File: src/rtl/eth_tx_framer.sv
// Transmit Ethernet framer: pulls ARP/IP payloads from send_buffer, prepends the
// 14-byte header, zero-pads to a minimum payload and streams 32-bit words.
module eth_tx_framer #(
  parameter logic [47:0] MY_MAC        = 48'h01606e11020f,
  parameter logic [15:0] ETYPE_IP      = 16'h0800,
  parameter logic [15:0] ETYPE_ARP     = 16'h0806,
  parameter int unsigned ARP_WORDS     = 7,
  parameter int unsigned MIN_PAY_WORDS = 12
) (
  input  logic        clk,
  input  logic        reset,
  input  logic        cpu_ip_ready,
  input  logic [47:0] cpu_ip_mac,
  input  logic [31:0] cpu_ip_data,
  input  logic [7:0]  cpu_ip_length,
  output logic [7:0]  cpu_ip_index,
  output logic        cpu_ip_done,
  input  logic        cpu_arp_ready,
  input  logic [47:0] cpu_arp_mac,
  input  logic [31:0] cpu_arp_data,
  output logic [2:0]  cpu_arp_index,
  output logic        cpu_arp_done,
  output logic        tx_valid,
  input  logic        tx_ready,
  output logic [31:0] tx_data,
  output logic        tx_sof,
  output logic        tx_eof
);

  typedef enum logic [2:0] {IDLE, H0, H1, H2, H3, PAY, TAIL, DONE} state_t;

  localparam logic [7:0] ARP_N = 8'(ARP_WORDS);
  localparam logic [7:0] MIN_M = 8'(MIN_PAY_WORDS);
  localparam logic [7:0] ARP_M = (ARP_N > MIN_M) ? ARP_N : MIN_M;

  state_t      r_state;
  logic        r_isArp;
  logic [47:0] r_dst;
  logic [7:0]  r_n;
  logic [7:0]  r_m;
  logic [8:0]  r_cnt;
  logic [7:0]  r_index;
  logic [15:0] r_carry;
  logic        r_valid;
  logic        r_sof;
  logic        r_eof;
  logic        r_ipDone;
  logic        r_arpDone;

  logic        w_xfer;
  logic [31:0] w_word;
  logic [31:0] w_pi;
  logic [8:0]  w_cntNext;
  logic [7:0]  w_nextIdx;
  logic [31:0] w_data;

  assign w_xfer    = r_valid & tx_ready;
  assign w_word    = r_isArp ? cpu_arp_data : cpu_ip_data;
  // Words past the real payload length are padding, whatever the buffer returns.
  assign w_pi      = (r_cnt < {1'b0, r_n}) ? w_word : 32'h0;
  assign w_cntNext = r_cnt + 9'd1;
  assign w_nextIdx = (w_cntNext < {1'b0, r_n}) ? w_cntNext[7:0] : (r_n - 8'd1);

  always_comb begin
    w_data = 32'h0;
    case (r_state)
      H0:      w_data = r_dst[47:16];
      H1:      w_data = {r_dst[15:0], MY_MAC[47:32]};
      H2:      w_data = MY_MAC[31:0];
      H3:      w_data = {(r_isArp ? ETYPE_ARP : ETYPE_IP), w_pi[31:16]};
      PAY:     w_data = {r_carry, w_pi[31:16]};
      TAIL:    w_data = {r_carry, 16'h0};
      default: w_data = 32'h0;
    endcase
  end

  assign tx_data       = w_data;
  assign tx_valid      = r_valid;
  assign tx_sof        = r_sof;
  assign tx_eof        = r_eof;
  assign cpu_ip_done   = r_ipDone;
  assign cpu_arp_done  = r_arpDone;
  assign cpu_ip_index  = r_isArp ? 8'h0 : r_index;
  assign cpu_arp_index = r_isArp ? r_index[2:0] : 3'h0;

  always_ff @(posedge clk or negedge reset) begin
    if (!reset) begin
      r_state   <= IDLE;
      r_isArp   <= 1'b0;
      r_dst     <= 48'h0;
      r_n       <= 8'h0;
      r_m       <= 8'h0;
      r_cnt     <= 9'h0;
      r_index   <= 8'h0;
      r_carry   <= 16'h0;
      r_valid   <= 1'b0;
      r_sof     <= 1'b0;
      r_eof     <= 1'b0;
      r_ipDone  <= 1'b0;
      r_arpDone <= 1'b0;
    end else begin
      r_ipDone  <= 1'b0;
      r_arpDone <= 1'b0;
      case (r_state)
        IDLE: begin
          if (cpu_arp_ready) begin
            r_isArp <= 1'b1;
            r_dst   <= cpu_arp_mac;
            r_n     <= ARP_N;
            r_m     <= ARP_M;
            r_cnt   <= 9'h0;
            r_index <= 8'h0;
            r_valid <= 1'b1;
            r_sof   <= 1'b1;
            r_state <= H0;
          end else if (cpu_ip_ready) begin
            r_isArp <= 1'b0;
            if (cpu_ip_length != 8'h0) begin
              r_dst   <= cpu_ip_mac;
              r_n     <= cpu_ip_length;
              r_m     <= (cpu_ip_length > MIN_M) ? cpu_ip_length : MIN_M;
              r_cnt   <= 9'h0;
              r_index <= 8'h0;
              r_valid <= 1'b1;
              r_sof   <= 1'b1;
              r_state <= H0;
            end else begin
              r_ipDone <= 1'b1;
              r_state  <= DONE;
            end
          end
        end
        H0: if (w_xfer) begin
          r_sof   <= 1'b0;
          r_state <= H1;
        end
        H1: if (w_xfer) r_state <= H2;
        H2: if (w_xfer) r_state <= H3;
        // H3 carries payload word 0; PAY carries words 1..M-1 shifted by 16 bits.
        H3, PAY: if (w_xfer) begin
          r_carry <= w_pi[15:0];
          if (r_cnt == ({1'b0, r_m} - 9'd1)) begin
            r_eof   <= 1'b1;
            r_state <= TAIL;
          end else begin
            r_cnt   <= w_cntNext;
            r_index <= w_nextIdx;
            r_state <= PAY;
          end
        end
        TAIL: if (w_xfer) begin
          r_valid <= 1'b0;
          r_eof   <= 1'b0;
          if (r_isArp) r_arpDone <= 1'b1;
          else         r_ipDone  <= 1'b1;
          r_state <= DONE;
        end
        DONE: begin
          r_cnt   <= 9'h0;
          r_index <= 8'h0;
          r_state <= IDLE;
        end
        default: r_state <= IDLE;
      endcase
    end
  end

endmodule

File: config.mk
export PLATFORM = sky130hd
export DESIGN_NAME = eth_tx_framer
export DESIGN_NICKNAME = d
export VERILOG_FILES = /design/src/rtl/eth_tx_framer.sv
export SDC_FILE = /design/constraint.sdc
export NUM_CORES = 1
export LEC_CHECK = 0
export CAP_MARGIN = 5
export CORE_MARGIN = 5
export CORE_UTILIZATION = 45
export DETAILED_ROUTE_END_ITERATION = 10
export PLACE_DENSITY = 0.78
export SLEW_MARGIN = 20
export SYNTH_ARGS = -nofsm -noshare
export SYNTH_HDL_FRONTEND = slang
export SYNTH_SLANG_ARGS = --single-unit
File: constraint.sdc
create_clock -name clk -period 5.3 [get_ports clk]
set_clock_uncertainty 0.2 [all_clocks]
set_input_delay 0.53 -clock clk [delete_from_list [all_inputs] [get_ports clk]]
set_output_delay 0.53 -clock clk [all_outputs]
set_load 0.05 [all_outputs]
Word level (Yosys, flattened, before mapping)
Index checks and enable logic that the tools add are counted.
Operators by class
  $add $sub $neg: 3
  magnitude comparators: 3
  equality and inequality tests: 17
  muxes and demuxes: 59
  bitwise gates (word level): 1
  reduce and logical (&&, ||, !) cells: 17
Operator list (number)
  $pmux 32 s6: 1
  $mux 48: 3
  $mux 8: 14
  $mux 32: 2
  $mux 9: 5
  $mux 3: 10
  $pmux 9 s3: 1
  $pmux 8 s3: 1
  $pmux 3 s7: 1
  $lt 9x8->1: 2
  $mux 1: 16
  $ne 2x2->1 const B: 7
  $eq 3x3->1 const B: 4
  $reduce_and 4->1: 3
  $reduce_bool 2->1: 5
  $add 9x1->9 const B: 1
  $eq 9x9->1: 1
  $sub 8x1->9 const B: 1
  $gt 8x4->1 const B: 1
  $pmux 1 s2: 4
  $reduce_bool 8->1: 1
  $sub 8x1->8 const B: 1
  $eq 3x2->1 const B: 2
  $ne 3x3->1 const B: 2
  10 further kinds: 11
Word-level totals
  register bits: 106
  output and inout port bits: 48
  logic and storage cells: 113

Logic depth before layout (Yosys ltp)
Gate-level depths: netlist (run 1).
  depth after elaboration: 6
  gate-level depth with buffers: 11

Worst setup path after synthesis (run 1)
Ideal clock, no wire load.
  kind: reg-to-reg
  start: reg r_cnt[1]
  end: reg r_index[2]
  setup time: 0.121 ns
  arrival: 2.842 ns
  data required time: 4.979 ns
  slack: 2.137 ns
  cell stages (with the launch flop): 12
  buffers on the path: 0
  path through: dfrtp_1 ha_1 nand3_1 xor2_1 inv_1 ha_1 a21o_1 a21oi_1 o21ai_0 a311oi_4 mux2_2 a22o_1
Between the ends
  word-level cells in the longest chain between the ends: 6
  elaborated cells on any way between the ends: 9
  those cells by class: add/sub (1); order compare (1); eq/ne (2); mux (4); reduce/logical (1)
Ends and longest elaborated chain
  from (decl): line 41  | logic [8:0] r_cnt;
  from (signal assigned): line 146  | r_cnt <= w_cntNext;
  $add 9x1->9: line 61  | assign w_cntNext = r_cnt + 9'd1;
  $lt 9x8->1: line 62  | assign w_nextIdx = (w_cntNext < {1'b0, r_n}) ? w_cntNext[7:0] : (r_n - 8'd1);
  $mux 8: line 62
  $mux 8: line 142  | if (r_cnt == ({1'b0, r_m} - 9'd1)) begin
  $mux 8: line 140  | H3, PAY: if (w_xfer) begin
  $pmux 8 s3: line 104  | case (r_state)
  to (signal assigned): line 147  | r_index <= w_nextIdx;
  to (decl): line 42  | logic [7:0] r_index;
Parallel ways exist; a longest one is shown, timed or not. The select of a mux whose other input is x is not followed.
A chain may end at the register's enable or synchronous reset.

Worst setup path after layout (run 1)
  start: reg r_n[1]
  end: out tx_data[13]
Between the ends
  word-level cells in the longest chain between the ends: 3
Ends and longest elaborated chain
  from (decl): line 39  | logic [7:0] r_n;
  from (signal assigned): line 120  | r_n <= cpu_ip_length;
  $lt 9x8->1: line 60  | assign w_pi = (r_cnt < {1'b0, r_n}) ? w_word : 32'h0;
  $mux 32: line 60
  $pmux 32 s6: line 66  | case (r_state)
  to (decl): line 25  | output logic [31:0] tx_data,
No other way between the ends.

==> results of run 1 <==
metrics by stage:
step / setup WS, ns / hold WS (ns) / power, mW / area (um^2) / cells
2_1_floorplan: 2.14 / 0.0344 / 3.56 / 6970 / 797
3_3_place_gp: 1.52 / 0.262 / 4.47 / 9250 / 1153
3_5_place_dp: 1.50 / 0.270 / 4.50 / 9250 / 1153
4_1_cts: 1.09 / 0.141 / 5.24 / 9560 / 1169
5_1_grt: 0.908 / 0.191 / 5.57 / 9570 / 1169
6_report: 1.08 / 0.106 / 5.24 / 9570 / 1169
where the power goes:
part	leakage, nW	switching (mW)	internal [mW]
sequential	1.34	0.362	1.14
clock	0.158	0.340	0.383
combinational	2.86	1.89	1.12
path summary, 6_finish.rpt:
path                       cells past startpoint  slack (ns)                  start                endpoint
hold reg to reg                                2        0.28  r_dst[13]$_DFFE_PN0P_   r_dst[13]$_DFFE_PN0P_
hold / removal                                 1        0.11                  reset      r_m[5]$_DFFE_PN0P_
setup reg to reg                              11        1.51   r_cnt[0]$_DFFE_PN0P_  r_index[2]$_DFFE_PN0P_
setup / recovery                               9        1.08     r_n[1]$_DFFE_PN0P_             tx_data[13]
min in group clk                               2        0.28  r_dst[13]$_DFFE_PN0P_   r_dst[13]$_DFFE_PN0P_
max in group asynchronous                      2        3.77                  reset     r_isArp$_DFFE_PN0P_
flip-flops by register name, indices dropped and copies added, names as in the netlist, 3 cells and up:
register	count
r_n	8
r_state	3
r_m	8
r_dst	48
r_carry	16
r_index	8
r_cnt	9
metal layers:
metal | vias up | routed length [um] | track usage [%]
li1 | 3251 | - | -
met3 | 33 | 1380 | 6.18
met5 | - | 0 | 0
met2 | 242 | 10500 | 38.6
met1 | 3208 | 9140 | 30.7
met4 | 0 | 496 | 6.45
cells in the mapped netlist, types with 2 or more instances:
cell type    n
o22ai_1     13
nand4_1      2
or3_1        3
and2_1       5
a221oi_1     4
inv_1       21
o2111ai_1   17
clkbuf_1    47
nor3_1      13
o211ai_1    18
o21ai_0     67
dfrtp_1    106
a21oi_1     21
nand2b_1     3
a22o_1      16
ha_1        17
nor2b_1     12
xor2_1       9
nor2_1      71
a21o_1       6
a211oi_1     2
nor3b_1      2
nand3_1      9
and3_1       6
a31oi_1      9
o21a_1       6
a22oi_1     32
mux2i_1     88
nand2_1    113
buf_2        5
o31ai_1      9
buf_1        7
xnor2_1     11
mux2_2       3
final cells by class:
class / count / share of cell area (%)
Inverter: 21 / 0.824
Timing Repair Buffer: 230 / 23.7
Sequential cell: 106 / 27.7
Tap cell: 188 / 2.46
Clock inverter: 7 / 0.967
Clock buffer: 9 / 2.35
Multi-Input combinational cell: 608 / 42.0
kinds of logic after synthesis:
kind of cell | after synthesis
AO/OA/AOI/OAI | 232
multiplexers | 91
adder cells (fa/ha/maj) | 17
AND/OR/NAND/NOR | 248
XOR/XNOR | 20
flip-flops | 106
buffers and inverters | 83
==> impl_metrics.env, run 1 <==
export IMPL_yosys_warnings=0
export IMPL_synth_edff_count=0
export IMPL_p_per_area_nw_per_um2=547
export IMPL_crit_buf_inv=3
export IMPL_syn_to_final_growth_pct=37.2
export IMPL_ys_ff_latch=106
export IMPL_wl_per_cell_um=18.4
export IMPL_status="completed"
export IMPL_routed_wirelength_um=21500
export IMPL_synth_async_reset_ratio_pct=100
export IMPL_cpLargestDelayFamily="buffers and inverters"
export IMPL_crit_path_frequent_cell="a21o_1"
export IMPL_max_slew_margin_pct=30.3
export IMPL_drc=0
export IMPL_fp_dieH_um=134
export IMPL_synth_simple_area_share_pct=15.6
export IMPL_drive_above_1_share_pct=4.69
export IMPL_final_util_pct=63.0
export IMPL_antenna_left=0
export IMPL_grt_max_degree=82
export IMPL_rsz0062_at_grt="false"
export IMPL_end_kind="output port"
export IMPL_fill_cells=1316
export IMPL_setup_viol=0
export IMPL_vias=6734
export IMPL_hold_path_class="primary input to async pin"
export IMPL_max_freq_ghz=0.237
export IMPL_gp_congestion=0.882
export IMPL_port_buffers=220
export IMPL_cp_arrival_ns=3.49
export IMPL_synth_area_um2=6970
export IMPL_synth_adder_area_share_pct=3.05
export IMPL_required_ns=4.57
export IMPL_startpoint_type="flop"
export IMPL_ys_flop_type="dfrtp_1"
export IMPL_core_area_um2=15200
export IMPL_cts_tree="done"
export IMPL_yosysTopAreaCellShare_pct=38.0
export IMPL_seq_area_frac_synth_pct=38.0
export IMPL_synth_compound_area_share_pct=23.0
export IMPL_io_pins=221
export IMPL_n_antenna_cell=0
export IMPL_synth_top_family_by_area="compound AO/OA/AOI/OAI gates"
export IMPL_worstSetupPathType="flop to output port"
export IMPL_grt_pass1_wl_um=34000
export IMPL_via_per_inst=5.76
export IMPL_cts_setup_buffers=0
export IMPL_globalRoute_totalOverflow=0
export IMPL_post_dp_hpwl_um=16300
export IMPL_cts_sinks=106
export IMPL_layout_cells_most_common="clkdlybuf4s50_1"
export IMPL_ff_latch_area_um2=2650
export IMPL_drtPass1Iterations=5
export IMPL_synth_cell_types=58
export IMPL_fin_setup_tns_ns=0
export IMPL_grt_usage_pct=23.5
export IMPL_synthTopCellsByArea="dfrtp_1, mux2i_1, nand2_1"
export IMPL_initial_core_util_pct=45.9
export IMPL_fin_nets=1166
export IMPL_clk_latency_ns=0.36
export IMPL_cts_made_buffers=9
export IMPL_leakage_nw=4.35
export IMPL_synth_mux_area_share_pct=13.1
export IMPL_cts_buffer_depth=2
export IMPL_fin_crit_ns=4.22
export IMPL_cts_root_buf="clkbuf_16"
export IMPL_die_w_um=134
export IMPL_htreeDepth=3
export IMPL_syn_instance_count=797
export IMPL_multi_input_area_um2=4020
export IMPL_worst_pin_slew_ns=1.04
export IMPL_synth_nets=987
export IMPL_antenna_found_initial=0
export IMPL_clkTransAtPathRegs_ns=0.08
export IMPL_cts_resized=0
export IMPL_layout_common_cells="clkdlybuf4s50_1, nand2_1, dfrtp_1, mux2i_1, nor2_1"
export IMPL_drt_iter0_drc=429
export IMPL_die_area_um2=18100
export IMPL_peakVddDrop_uv=445
export IMPL_slowest_stage="clkdlybuf4s50_1"
export IMPL_max_stage_delay_ns=0.81
export IMPL_cts_hold_fix_buffers=0
export IMPL_synth_xor_area_share_pct=2.51
export IMPL_grt_pass1_vias=6495
export IMPL_rows=45
export IMPL_fin_crit_sh_pct=79.6
export IMPL_postSynthAreaPerCell_um2=8.75
export IMPL_slew_viol_final=0
export IMPL_crit_chain="inv_1 > ha_1 > a21o_1 > a21o_1 > a21oi_2 > buf_4 > o211ai_1 > nand2_1 > clkdlybuf4s50_1"
export IMPL_cap_violations=0
export IMPL_synth_largest_area_cell="dfrtp_1"
export IMPL_path_max_fanout=17
export IMPL_final_hold_viol_count=0
Note: power is estimated with default switching activity, not from simulation.
==> inputs of run 2 (changes only) <==
--- a/config.mk
+++ b/config.mk
@@ -7,7 +7,7 @@
 export LEC_CHECK = 0
 export CAP_MARGIN = 5
 export CORE_MARGIN = 5
-export CORE_UTILIZATION = 45
+export CORE_UTILIZATION = 43
 export DETAILED_ROUTE_END_ITERATION = 10
 export PLACE_DENSITY = 0.78
 export SLEW_MARGIN = 20
==> constraint.sdc (replaced) <==
create_clock -name clk -period 3.7 [get_ports clk]
set_clock_uncertainty 0.2 [all_clocks]
set_input_delay 0.37 -clock clk [delete_from_list [all_inputs] [get_ports clk]]
set_output_delay 0.37 -clock clk [all_outputs]
set_load 0.05 [all_outputs]
==> impl_metrics.env, run 2 (synthesized netlist as in run 1, its figures left out) <==
export IMPL_required_ns=3.13
export IMPL_r2r_slack_ns=0.42
export IMPL_cts_setup_buffers=0
export IMPL_globalRoute_totalOverflow=0
export IMPL_final_hold_viol_count=0
export IMPL_largest_reg_flops=48
export IMPL_layout_cells_most_common="clkdlybuf4s50_1"
export IMPL_wl_per_cell_um=18.3
export IMPL_fp_dieH_um=137
export IMPL_antenna_found_initial=0
export IMPL_leakage_nw=4.53
export IMPL_cts_buffer_depth=2
export IMPL_design_area_um2=9930
export IMPL_layout_common_cells="clkdlybuf4s50_1, nand2_1, dfrtp_1, mux2i_1, nor2_1"
export IMPL_end_kind="output port"
export IMPL_path_max_fanout=24
export IMPL_status="completed"
export IMPL_fin_crit_sh_pct=90.2
export IMPL_grt_pass1_wl_um=34900
export IMPL_worstSetupPathType="flop to output port"
export IMPL_drc=0
export IMPL_cts_root_buf="clkbuf_16"
export IMPL_peakVddDrop_uv=347
export IMPL_grt_max_degree=99
export IMPL_cap_violations=0
export IMPL_vias=6741
export IMPL_cts_sinks=106
export IMPL_rows=46
export IMPL_fin_setup_tns_ns=0
export IMPL_placed_cell_area_um2=9620
export IMPL_rsz0062_at_grt="false"
export IMPL_htreeDepth=3
export IMPL_via_per_inst=5.58
export IMPL_max_stage_delay_ns=0.91
export IMPL_clk_latency_ns=0.36
export IMPL_p_per_area_nw_per_um2=813
export IMPL_syn_to_final_growth_pct=42.4
export IMPL_crit_buf_inv=1
export IMPL_final_util_pct=62.5
export IMPL_cts_made_buffers=9
export IMPL_cts_tree="done"
export IMPL_worst_pin_slew_ns=1.00
export IMPL_top_register="r_dst"
export IMPL_antenna_left=0
export IMPL_cts_resized=0
export IMPL_clkTransAtPathRegs_ns=0.08
export IMPL_hold_path_class="primary input to flop"
export IMPL_crit_chain="nand2_1 > a31oi_1 > nor2_1 > clkdlybuf4s50_1"
export IMPL_drt_iter0_drc=498
export IMPL_max_slew_margin_pct=32.7
export IMPL_fin_crit_ns=3.34
export IMPL_cpLargestDelayFamily="flip-flops"
export IMPL_setup_viol=0
export IMPL_routed_wirelength_um=22100
export IMPL_slew_viol_final=0
export IMPL_initial_core_util_pct=43.9
export IMPL_cp_arrival_ns=2.77
export IMPL_reg_top3="r_dst: 48 flops, r_carry: 16 flops, r_cnt: 9 flops"
export IMPL_post_dp_hpwl_um=16900
export IMPL_grt_usage_pct=23.7
export IMPL_core_area_um2=15900
export IMPL_die_area_um2=18900
export IMPL_fin_nets=1177
export IMPL_io_pins=221
export IMPL_port_buffers=220
export IMPL_die_w_um=137
export IMPL_n_antenna_cell=0
export IMPL_max_freq_ghz=0.300
export IMPL_drive_above_1_share_pct=7.96
export IMPL_startpoint_type="flop"
export IMPL_drtPass1Iterations=5
export IMPL_grt_pass1_vias=6621
export IMPL_slowest_stage="dfrtp_1"
export IMPL_gp_congestion=0.898
run 2: area by class of cell:
class | count | area, um^2
timing repair buffer | 241 | 2620
multi-input combinational | 608 | 4010
tap | 216 | 270
sequential | 106 | 2650
fill | 1368 | 5950
clock buffer | 10 | 239
clock inverter | 6 | 62.6
inverter | 21 | 78.8
run 2: final timing paths:
kind | start | end | cells after the start
worst max-delay path | r_state[1]$_DFFE_PN0P_ | tx_data[30] | 4
worst min-delay path | cpu_arp_ready | r_n[2]$_DFFE_PN0P_ | 3
worst max register to register | r_cnt[0]$_DFFE_PN0P_ | r_index[6]$_DFFE_PN0P_ | 12
worst min register to register | r_dst[0]$_DFFE_PN0P_ | r_dst[0]$_DFFE_PN0P_ | 2
max in group asynchronous | reset | r_dst[4]$_DFFE_PN0P_ | 3
min in group asynchronous | reset | r_dst[31]$_DFFE_PN0P_ | 2
run 2: where the power goes:
group          switching [mW]  internal (mW)
clock                   0.482          0.498
sequential              0.515           1.63
combinational            2.90           2.05
run 2: metrics by stage:
step,std cells,total power [mW],setup WS (ns),hold WS [ns]
after CTS,1208,8.09,0.389,0.176
final,1208,8.07,0.364,0.196
after global routing,1208,8.59,0.127,0.207
after floorplan,797,5.11,0.537,-0.126
after detailed placement,1191,7.09,0.472,0.196
after global placement,1191,7.02,0.521,0.195
run 2: repair_timing:
item / in CTS / in global routing
hold buffers: 1 / 0
endpoints found under the setup margin: 0 / 0
hold endpoints to repair: 42 / 0
run 2: layer usage:
metal | vias to the layer above | global-route usage (%) | routed length (um)
met5 | - | 0 | 0
met4 | 0 | 8.04 | 577
met3 | 38 | 6.36 | 1790
met2 | 265 | 38.6 | 10700
met1 | 3171 | 30.7 | 9120
li1 | 3267 | - | -
run 2: tightest hold or removal path, delay by kind of cell:
kind / cells / cell delay, ns
AOI/OAI and AO/OA: 1 / 0.14
buffers and inverters: 1 / 0.13
and+or+nand+nor: 1 / 0.07
